### src/rtl/param_johnson_counter_pkg.sv
// param_johnson_counter_pkg: shared mode constants and period helper for the Johnson/ring counter.
// Contents: package jc_pkg with MODE_JOHNSON/MODE_RING and jc_period(width, mode).
package jc_pkg;
    localparam int MODE_JOHNSON = 0;
    localparam int MODE_RING    = 1;
    function automatic int jc_period(input int width, input int mode);
        return (mode == MODE_RING) ? width : 2 * width;
    endfunction
endpackage

### src/rtl/param_johnson_counter_if.sv
// param_johnson_counter_if: control/status bundle of the Johnson/ring counter.
// master drives en, dir, load, load_phase; slave (the counter) drives q, phase, tc, err.
interface param_johnson_counter_if
    import jc_pkg::*;
#(
    parameter int WIDTH = 4,
    parameter int MODE  = MODE_JOHNSON
);
    localparam int PW = $clog2(jc_period(WIDTH, MODE));
    logic             en;
    logic             dir;
    logic             load;
    logic [PW-1:0]    load_phase;
    logic [WIDTH-1:0] q;
    logic [PW-1:0]    phase;
    logic             tc;
    logic             err;
    modport master (output en, dir, load, load_phase, input q, phase, tc, err);
    modport slave  (input en, dir, load, load_phase, output q, phase, tc, err);
endinterface

### src/rtl/param_johnson_counter_pattern_gen.sv
// jc_pattern_gen: combinational map from phase index to the canonical counter pattern P(phase).
// Ports: i_phase (phase index), o_pat (WIDTH-bit pattern; undefined content for out-of-range phases).
module jc_pattern_gen
    import jc_pkg::*;
#(
    parameter int WIDTH = 4,
    parameter int MODE  = MODE_JOHNSON,
    localparam int PW   = $clog2(jc_period(WIDTH, MODE))
) (
    input  logic [PW-1:0]    i_phase,
    output logic [WIDTH-1:0] o_pat
);
    // Johnson: phases 0..WIDTH fill ones from the top, later phases drain them from the top.
    always_comb begin
        o_pat = '0;
        for (int i = 0; i < WIDTH; i++) begin
            if (MODE == MODE_RING)
                o_pat[i] = (int'(i_phase) == WIDTH - 1 - i);
            else
                o_pat[i] = (int'(i_phase) <= WIDTH) ? (i >= WIDTH - int'(i_phase))
                                                    : (i < 2 * WIDTH - int'(i_phase));
        end
    end
endmodule

### src/rtl/param_johnson_counter.sv
// param_johnson_counter: parametrised Johnson (twisted-ring) or ring counter with phase index and wrap pulse.
// Ports: clk, reset_n (async active-low), bus (slave: en, dir, load, load_phase in; q, phase, tc, err out).
// Optional macro JC_SELF_CORRECT_EN: resynchronise to phase 0 and flag err when q drifts from P(phase).
module param_johnson_counter
    import jc_pkg::*;
#(
    parameter int WIDTH = 4,
    parameter int MODE  = MODE_JOHNSON
) (
    input logic                   clk,
    input logic                   reset_n,
    param_johnson_counter_if.slave bus
);
    localparam int PERIOD = jc_period(WIDTH, MODE);
    localparam int PW     = $clog2(PERIOD);
    localparam logic [PW-1:0]    PMAX  = PW'(PERIOD - 1);
    localparam logic [WIDTH-1:0] Q_RST = (MODE == MODE_RING) ? {1'b1, {(WIDTH-1){1'b0}}} : '0;
    logic [WIDTH-1:0] r_q;
    logic [PW-1:0]    r_phase;
    logic             r_tc;
    logic             r_err;
    logic [WIDTH-1:0] w_pat_load;
    logic [WIDTH-1:0] w_up;
    logic [WIDTH-1:0] w_dn;
    logic             w_load_ok;
    jc_pattern_gen #(.WIDTH(WIDTH), .MODE(MODE)) u_pat_load (
        .i_phase (bus.load_phase),
        .o_pat   (w_pat_load)
    );
`ifdef JC_SELF_CORRECT_EN
    logic [WIDTH-1:0] w_pat_cur;
    jc_pattern_gen #(.WIDTH(WIDTH), .MODE(MODE)) u_pat_cur (
        .i_phase (r_phase),
        .o_pat   (w_pat_cur)
    );
`endif
    // Ring recirculates the end bit; Johnson feeds it back inverted.
    assign w_up      = {(MODE == MODE_RING) ? r_q[0] : ~r_q[0], r_q[WIDTH-1:1]};
    assign w_dn      = {r_q[WIDTH-2:0], (MODE == MODE_RING) ? r_q[WIDTH-1] : ~r_q[WIDTH-1]};
    assign w_load_ok = 32'(bus.load_phase) < 32'(PERIOD);
    always_ff @(posedge clk or negedge reset_n) begin
        if (!reset_n) begin
            r_q     <= Q_RST;
            r_phase <= '0;
            r_tc    <= 1'b0;
            r_err   <= 1'b0;
        end
`ifdef JC_SELF_CORRECT_EN
        else if (r_q != w_pat_cur) begin
            r_q     <= Q_RST;
            r_phase <= '0;
            r_tc    <= 1'b0;
            r_err   <= 1'b1;
        end
`endif
        else if (bus.load) begin
            r_tc <= 1'b0;
            if (w_load_ok) begin
                r_q     <= w_pat_load;
                r_phase <= bus.load_phase;
            end else begin
                r_err <= 1'b1;
            end
        end else if (bus.en) begin
            r_q     <= bus.dir ? w_up : w_dn;
            r_phase <= bus.dir ? ((r_phase == PMAX) ? '0 : r_phase + 1'b1)
                               : ((r_phase == '0) ? PMAX : r_phase - 1'b1);
            r_tc    <= bus.dir ? (r_phase == PMAX) : (r_phase == '0);
        end else begin
            r_tc <= 1'b0;
        end
    end
    assign bus.q     = r_q;
    assign bus.phase = r_phase;
    assign bus.tc    = r_tc;
    assign bus.err   = r_err;
endmodule
### src/flat_wrapper.sv
// flat-port wrapper written by rule: the top's interface ports become plain ports
module param_johnson_counter_flat import jc_pkg::*;
#(
    parameter int WIDTH = 4,
    parameter int MODE  = MODE_JOHNSON
)
  (clk, reset_n, bus_en, bus_dir, bus_load, bus_load_phase, bus_q, bus_phase, bus_tc, bus_err);
  param_johnson_counter_if #(.WIDTH(WIDTH), .MODE(MODE)) bus_i ();
  input logic clk;
  input logic reset_n;
  input wire logic [$bits(bus_i.en)-1:0] bus_en;
  input wire logic [$bits(bus_i.dir)-1:0] bus_dir;
  input wire logic [$bits(bus_i.load)-1:0] bus_load;
  input wire logic [$bits(bus_i.load_phase)-1:0] bus_load_phase;
  output wire logic [$bits(bus_i.q)-1:0] bus_q;
  output wire logic [$bits(bus_i.phase)-1:0] bus_phase;
  output wire logic [$bits(bus_i.tc)-1:0] bus_tc;
  output wire logic [$bits(bus_i.err)-1:0] bus_err;
  assign bus_i.en = bus_en;
  assign bus_i.dir = bus_dir;
  assign bus_i.load = bus_load;
  assign bus_i.load_phase = bus_load_phase;
  assign bus_q = bus_i.q;
  assign bus_phase = bus_i.phase;
  assign bus_tc = bus_i.tc;
  assign bus_err = bus_i.err;
  param_johnson_counter #(.WIDTH(WIDTH), .MODE(MODE)) u_core (.clk(clk), .reset_n(reset_n), .bus(bus_i));
endmodule
### config.mk
export PLATFORM = sky130hd
export DESIGN_NAME = param_johnson_counter_flat
export DESIGN_NICKNAME = d
export VERILOG_FILES = /design/src/rtl/param_johnson_counter_pkg.sv /design/src/rtl/param_johnson_counter_if.sv /design/src/rtl/param_johnson_counter_pattern_gen.sv /design/src/rtl/param_johnson_counter.sv /design/src/flat_wrapper.sv
export SDC_FILE = /design/constraint.sdc
export NUM_CORES = 1
export LEC_CHECK = 0
export CAP_MARGIN = 20
export CORE_UTILIZATION = 44
export CTS_CLUSTER_SIZE = 25
export DETAILED_ROUTE_END_ITERATION = 8
export PLACE_DENSITY_LB_ADDON = 0.12
export SLEW_MARGIN = 10
export SYNTH_ARGS = -nofsm -noshare
export SYNTH_HDL_FRONTEND = slang
export SYNTH_SLANG_ARGS = --single-unit
### constraint.sdc
create_clock -name clk -period 1.8 [get_ports clk]
set_clock_uncertainty 0.15 [all_clocks]
set_input_delay 0.36 -clock clk [delete_from_list [all_inputs] [get_ports clk]]
set_output_delay 0.36 -clock clk [all_outputs]
set_load 0.03 [all_outputs]
======== Yosys cells after proc, flatten, opt, wreduce, memory -nomap -nowiden ========
Index checks and enable logic that the tools add are counted.
word-level totals
  bits in registers ....................... 8
operators by class
  muxes and demuxes ....................... 15
  equal/unequal tests ..................... 1
  add/sub/neg operators ................... 4
  magnitude comparators ................... 9
  reductions and logical operators ........ 2
  bitwise gates (word level) .............. 2
operator list
  kind                   count
  $mux W3                5
  $mux W4                3
  $lt A3 B5 Y1 const A   2
  $ge A3 B4 Y1 const A   2
  $mux W1                7
  $lt A1 B5 Y1 const A   1
  $lt A2 B5 Y1 const A   1
  $sub A4 B3 Y5 const A  1
  $ge A1 B4 Y1 const A   1
  $ge A2 B4 Y1 const A   1
  $sub A3 B3 Y4 const A  1
  $add A3 B1 Y3 const B  1
  $eq A3 B3 Y1 const B   1
  $le A3 B3 Y1 const B   1
  $logic_not A3 Y1       1
  $sub A3 B1 Y3 const B  1
  $not A1 Y1             2
  $reduce_bool A2 Y1     1

======== Depth between registers and ports, before layout ========
  word-level depth ........................ 5
  depth in mapped cells ................... 7
  depth with buffers taken out ............ 7

======== By module ========
A second synthesis with hierarchy kept.
second synthesis, totals
  cell total of the unflattened synthesis .. 84
  area, all modules ....................... 716.9 sq um
modules (own cells, without submodules)
  module                 cells an instance  times used  area an instance (sq um)  sequential area each (sq um)
  param_johnson_counter  59                 1           535.5                     200.2
  jc_pattern_gen         25                 1           181.4                     0.0

======== Least setup slack after synthesis ========
OpenSTA, ideal clock, no wires.
  kind .................................... flip-flop to flip-flop
  start point ............................. reg u_core.r_phase[0], in the netlist u_core.bus.phase[0]
  end point ............................... reg u_core.r_phase[2], in the netlist u_core.bus.phase[2]
  setup time .............................. 135 ps
  clock period less this slack ............ 1,820 ps
  cell stages (with the launch flop) ...... 6
  arrival time ............................ 1,535 ps
  required time ........................... 1,515 ps
  path slack .............................. -20 ps
  path through ............................ dfrtp_1 > inv_1 > ha_1 > or3_1 > a221oi_1 > o31ai_1
between the ends
  longest elaborated chain between the ends .. 5
  elaborated cells on any way between the ends .. 9
ends and longest elaborated chain
  element                                RTL line                                                  RTL
  start: declaration                     param_johnson_counter.sv:19                               logic [PW-1:0] r_phase;
  start signal: assignment               param_johnson_counter.sv:60                               r_phase <= bus.load_phase;
  start signal: assignment               param_johnson_counter.sv:66                               r_phase <= bus.dir ? ((r_phase == PMAX) ? '0 : r_phase + 1'b1)
  $sub A3 B1 Y3 (tied with other cells)  param_johnson_counter.sv:67                               : ((r_phase == '0) ? PMAX : r_phase - 1'b1);
  $mux W3 (on tied branches)             param_johnson_counter.sv:67, param_johnson_counter.sv:66
  $mux W3 *                              param_johnson_counter.sv:66
  $mux W3 *                              param_johnson_counter.sv:64                               end else if (bus.en) begin
  $mux W3 *                              param_johnson_counter.sv:56                               else if (bus.load) begin
Every way passes the cells marked *; elsewhere a longest branch is shown, timed or not. The select of a mux whose other input is x is not followed.
A chain may end at the register's enable or synchronous reset.

======== Worst setup path in the final report ========
  start point ............................. in bus_load_phase[2]
  end point ............................... reg u_core.r_q[0], in the netlist u_core.bus.q[0]
between the ends
  longest elaborated chain between the ends .. 4
  elaborated cells on any way between the ends .. 7
ends and longest elaborated chain
  element                                         RTL line                                                                          RTL
  start: declaration                              flat_wrapper.sv:14                                                                input wire logic [$bits(bus_i.load_phase)-1:0] bus_load_phase;
  $sub A4 B3 Y5 or $sub A3 B3 Y4 (tied branches)  param_johnson_counter_pattern_gen.sv:21, param_johnson_counter_pattern_gen.sv:20
  $lt A1 B5 Y1 or $ge A1 B4 Y1 (tied branches)    param_johnson_counter_pattern_gen.sv:21, param_johnson_counter_pattern_gen.sv:20
  $mux W1 *                                       param_johnson_counter_pattern_gen.sv:20                                           o_pat[i] = (int'(i_phase) <= WIDTH) ? (i >= WIDTH - int'(i_phase))
  $mux W4 *                                       param_johnson_counter.sv:56
  end signal: assignment                          param_johnson_counter.sv:59                                                       r_q <= w_pat_load;
  end signal: assignment                          param_johnson_counter.sv:65                                                       r_q <= bus.dir ? w_up : w_dn;
  end: declaration                                param_johnson_counter.sv:18                                                       logic [WIDTH-1:0] r_q;
Every way passes the cells marked *; elsewhere a longest branch is shown, timed or not.

==> summary.txt <==
Run status
  – Status: finished, violations left
  – Failing checks: design-rule violations

Cells and area
  – Synth-to-Final Area Change: 44.9%
  – Most frequent cells in the layout: buf_4, nand2b_1, ha_1, dlygate4sd2_1, dfrtp_1
  – # diodes: 0
  – Commonest non-fill, non-tap cell in the layout: buf_4
  – Layout cells sized above 1: 27.4%
  – Filler Cell Count: between 100 and 150
  – Cell Count, Final, Fillers Out: ~130
  – Design area: roughly 1100 um2
  – Nets: around 130

Place
  – Routability cong.: 0.779
  – DP HPWL: roughly 1.2 mm
  – PortBufs: 15
  – DP Area: approximately 1000 um2
  – Placed instance count: 124

Floorplan
  – Core area: roughly 1600 um2
  – Initial core utilization: around 48%
  – Die W: 43.4 um
  – Die area: 1880 um2
  – Row Count: 14
  – Die H: around 43 um
  – I/O Pins: 17

Drt
  – Metal2 WL: roughly 920 um
  – Residual DRC: 6
  – Iter 0 DRT Violations: 18
  – Drt total wl: roughly 1.8 mm
  – Via/cell ratio: roughly 5.6
  – Routed wl met3: around 71 um
  – DRT Pass-1 Iters: 6
  – Wirelength per Cell: 13.9 um
  – Detail Route Antenna Nets: 0
  – Top Layer Used: met4
  – Met1 wire length: about 760 um
  – Total number of vias: around 700

STA
  – Final hold vios: 0
  – Final Setup Violations: 0
  – Fin crit period: between 1.5 and 2 ns
  – RSZ-0062 raised after global routing: no
  – Max-slew violation count: 0
  – Hold_ws: ~0.22 ns
  – Highest clock rate: approximately 570 MHz
  – Tcrit/Tclk final: 97.2%

Logic synthesis
  – Syn Area/Cell: approximately 8.9 um2
  – Synthesized area: 753 um2
  – Post-Syn Nets: between 100 and 150
  – Seq/Total Area, Yosys: 26.6%
  – Post-Syn Instances: 85
  – FF+latch count, synth: 8
  – Yosys warning count: 0
  – Synth unique cells: 35

Clocking
  – CTS buffer count: 3
  – CTS clk-pin slew, worst paths: 0.06 ns
  – Sink Count: 8
  – CTS tree: done
  – Clock Latency Late Sink: 0.25 ns
  – Htree depth: 1
  – CTS max path bufs: 2
  – Root Driver: clkbuf_4

Setup path
  – Setup crit end kind: flip-flop
  – Critical path's slowest cell: clkdlybuf4s50_1
  – Worst-path maximum fanout: 7
  – Cell repeated most along the worst path: nor3_1
  – Worst path cell trace: clkdlybuf4s50_1 -> buf_4 -> nor3_1 -> nor3_1 -> o211ai_2
  – Crit path DAT: about 1.8 ns
  – Critical path launch point type: input pin
  – Setup CP Type: input pin to flip-flop
  – Reg2Reg Depth: 5
  – Stages on the worst setup path: 5
  – Worst EP required: 1.82 ns
  – Max incr delay on CP: 0.46 ns
  – Cell family with most CP delay: buffers and inverters
  – CP bufs+invs: 2

Global routing
  – Initial antenna violation count: 0
  – Gr usage total: between 20% and 30%
  – First-pass GRT wire length: approximately 2.9 mm
  – Overflow after GRT: 0
  – Vias in the first global route: about 700
  – Largest net degree at the start of global routing: 11

Power
  – Power, Total: a little under 700 uW
  – P_leak: approximately 0.00048 uW
  – Worst vdd ir: ~0.00042 V
  – Pwr Density: ~620 nW/um2

Worst hold path
  – Worst Hold Class: input pin to asynchronous set/reset pin

Job
  – MaxCap Viol Count: 0
[state kept, by name, summed over array words and instances, names as in the netlist]
name and cells:
u_core.bus.q 4, u_core.bus.phase 3, u_core.bus.tc 1
[per-layer routing]
| layer | track usage, % | up-vias |
|---|---|---|
| li1 | - | 358 |
| met1 | 24.7 | 331 |
| met2 | 36.4 | 26 |
| met3 | 1.25 | 6 |
| met4 | 13.8 | 0 |
| met5 | 0 | - |
[synthesized netlist by cell type, drive strengths merged]
master / n / area share (%)
or3: 1 / 0.83
nand2: 6 / 3.0
mux2: 2 / 3.0
nor4: 1 / 0.83
nor4b: 1 / 1.2
conb: 1 / 0.50
or2: 2 / 1.7
nor3b: 1 / 1.0
buf: 3 / 3.2
o31ai: 1 / 1.0
clkbuf: 1 / 0.50
a311o: 1 / 1.3
nor3: 5 / 3.3
nor2: 3 / 1.5
o211ai: 1 / 1.7
a211oi: 2 / 2.0
o22ai: 1 / 0.83
mux2i: 1 / 1.3
inv: 7 / 3.5
a2111oi: 2 / 3.2
nand2b: 7 / 5.8
dfrtp: 8 / 27
o21ai: 2 / 1.3
a31o: 1 / 1.2
a21oi: 4 / 2.7
xnor2: 1 / 1.2
nor2b: 3 / 2.5
ha: 10 / 17
a221o: 1 / 1.3
a221oi: 3 / 3.5
o31a: 1 / 1.2
nand3b: 1 / 1.0
[power breakdown]
| part | internal, uW | switching (uW) |
|---|---|---|
| Combinational | 141 | 166 |
| Sequential | 203 | 23.1 |
| Clock | 84.8 | 61.9 |
[cells by family (layout without fill, tap and decap cells)]
group / Yosys count / after routing / share of synthesized area (%)
AO/OA/AOI/OAI: 20 / 20 / 21.1
XOR/XNOR: 1 / 1 / 1.16
adder cells (fa/ha/maj): 10 / 10 / 16.6
buffers and inverters: 11 / 39 / 7.14
flip-flops: 8 / 8 / 26.6
multiplexers: 3 / 3 / 4.32
other: 1 / 1 / 0.498
AND/OR/NAND/NOR: 31 / 31 / 22.6
[metrics by stage]
step	util [%]	worst slack, ns	TNS [ns]
6_report	70.0	0.0497	0
3_5_place_dp	63.3	-0.448	-1.53
4_1_cts	67.4	0.00243	0
5_1_grt	70.0	0.00725	0
3_3_place_gp	63.3	-0.406	-1.41
2_1_floorplan	-	0.0299	0
[cell type report]
class                           count  area [um2]  area share, %
Sequential cell                     8         201           18.5
Clock buffer                        4        26.3           2.41
Inverter                            7        26.3           2.41
Timing Repair Buffer               28         244           22.4
Tap cell                           16        20.0           1.83
Multi-Input combinational cell     66         573           52.5
[path summary, 6_finish.rpt]
check | slack, ns | startpoint | end
worst max-delay path | 0.05 | bus_load_phase[2] | u_core.bus.q[0]
worst min-delay path | 0.22 | reset_n | u_core.bus.tc
worst max register to register | 0.13 | u_core.bus.phase[0] | u_core.bus.phase[2]
worst min register to register | 0.48 | u_core.bus.phase[1] | u_core.bus.phase[1]
max in group asynchronous | 1.01 | reset_n | u_core.bus.phase[0]
min in group clk | 0.39 | bus_load_phase[1] | u_core.bus.phase[1]
[timing repair]
item                                    in CTS  in global routing
endpoints found under the setup margin      11                  5
setup buffers                                0                  1
pin swaps                                    1                  2
hold buffers                                 0                  0
gates resized for setup                     17                  6
Note: power is estimated with default switching activity, not from simulation.
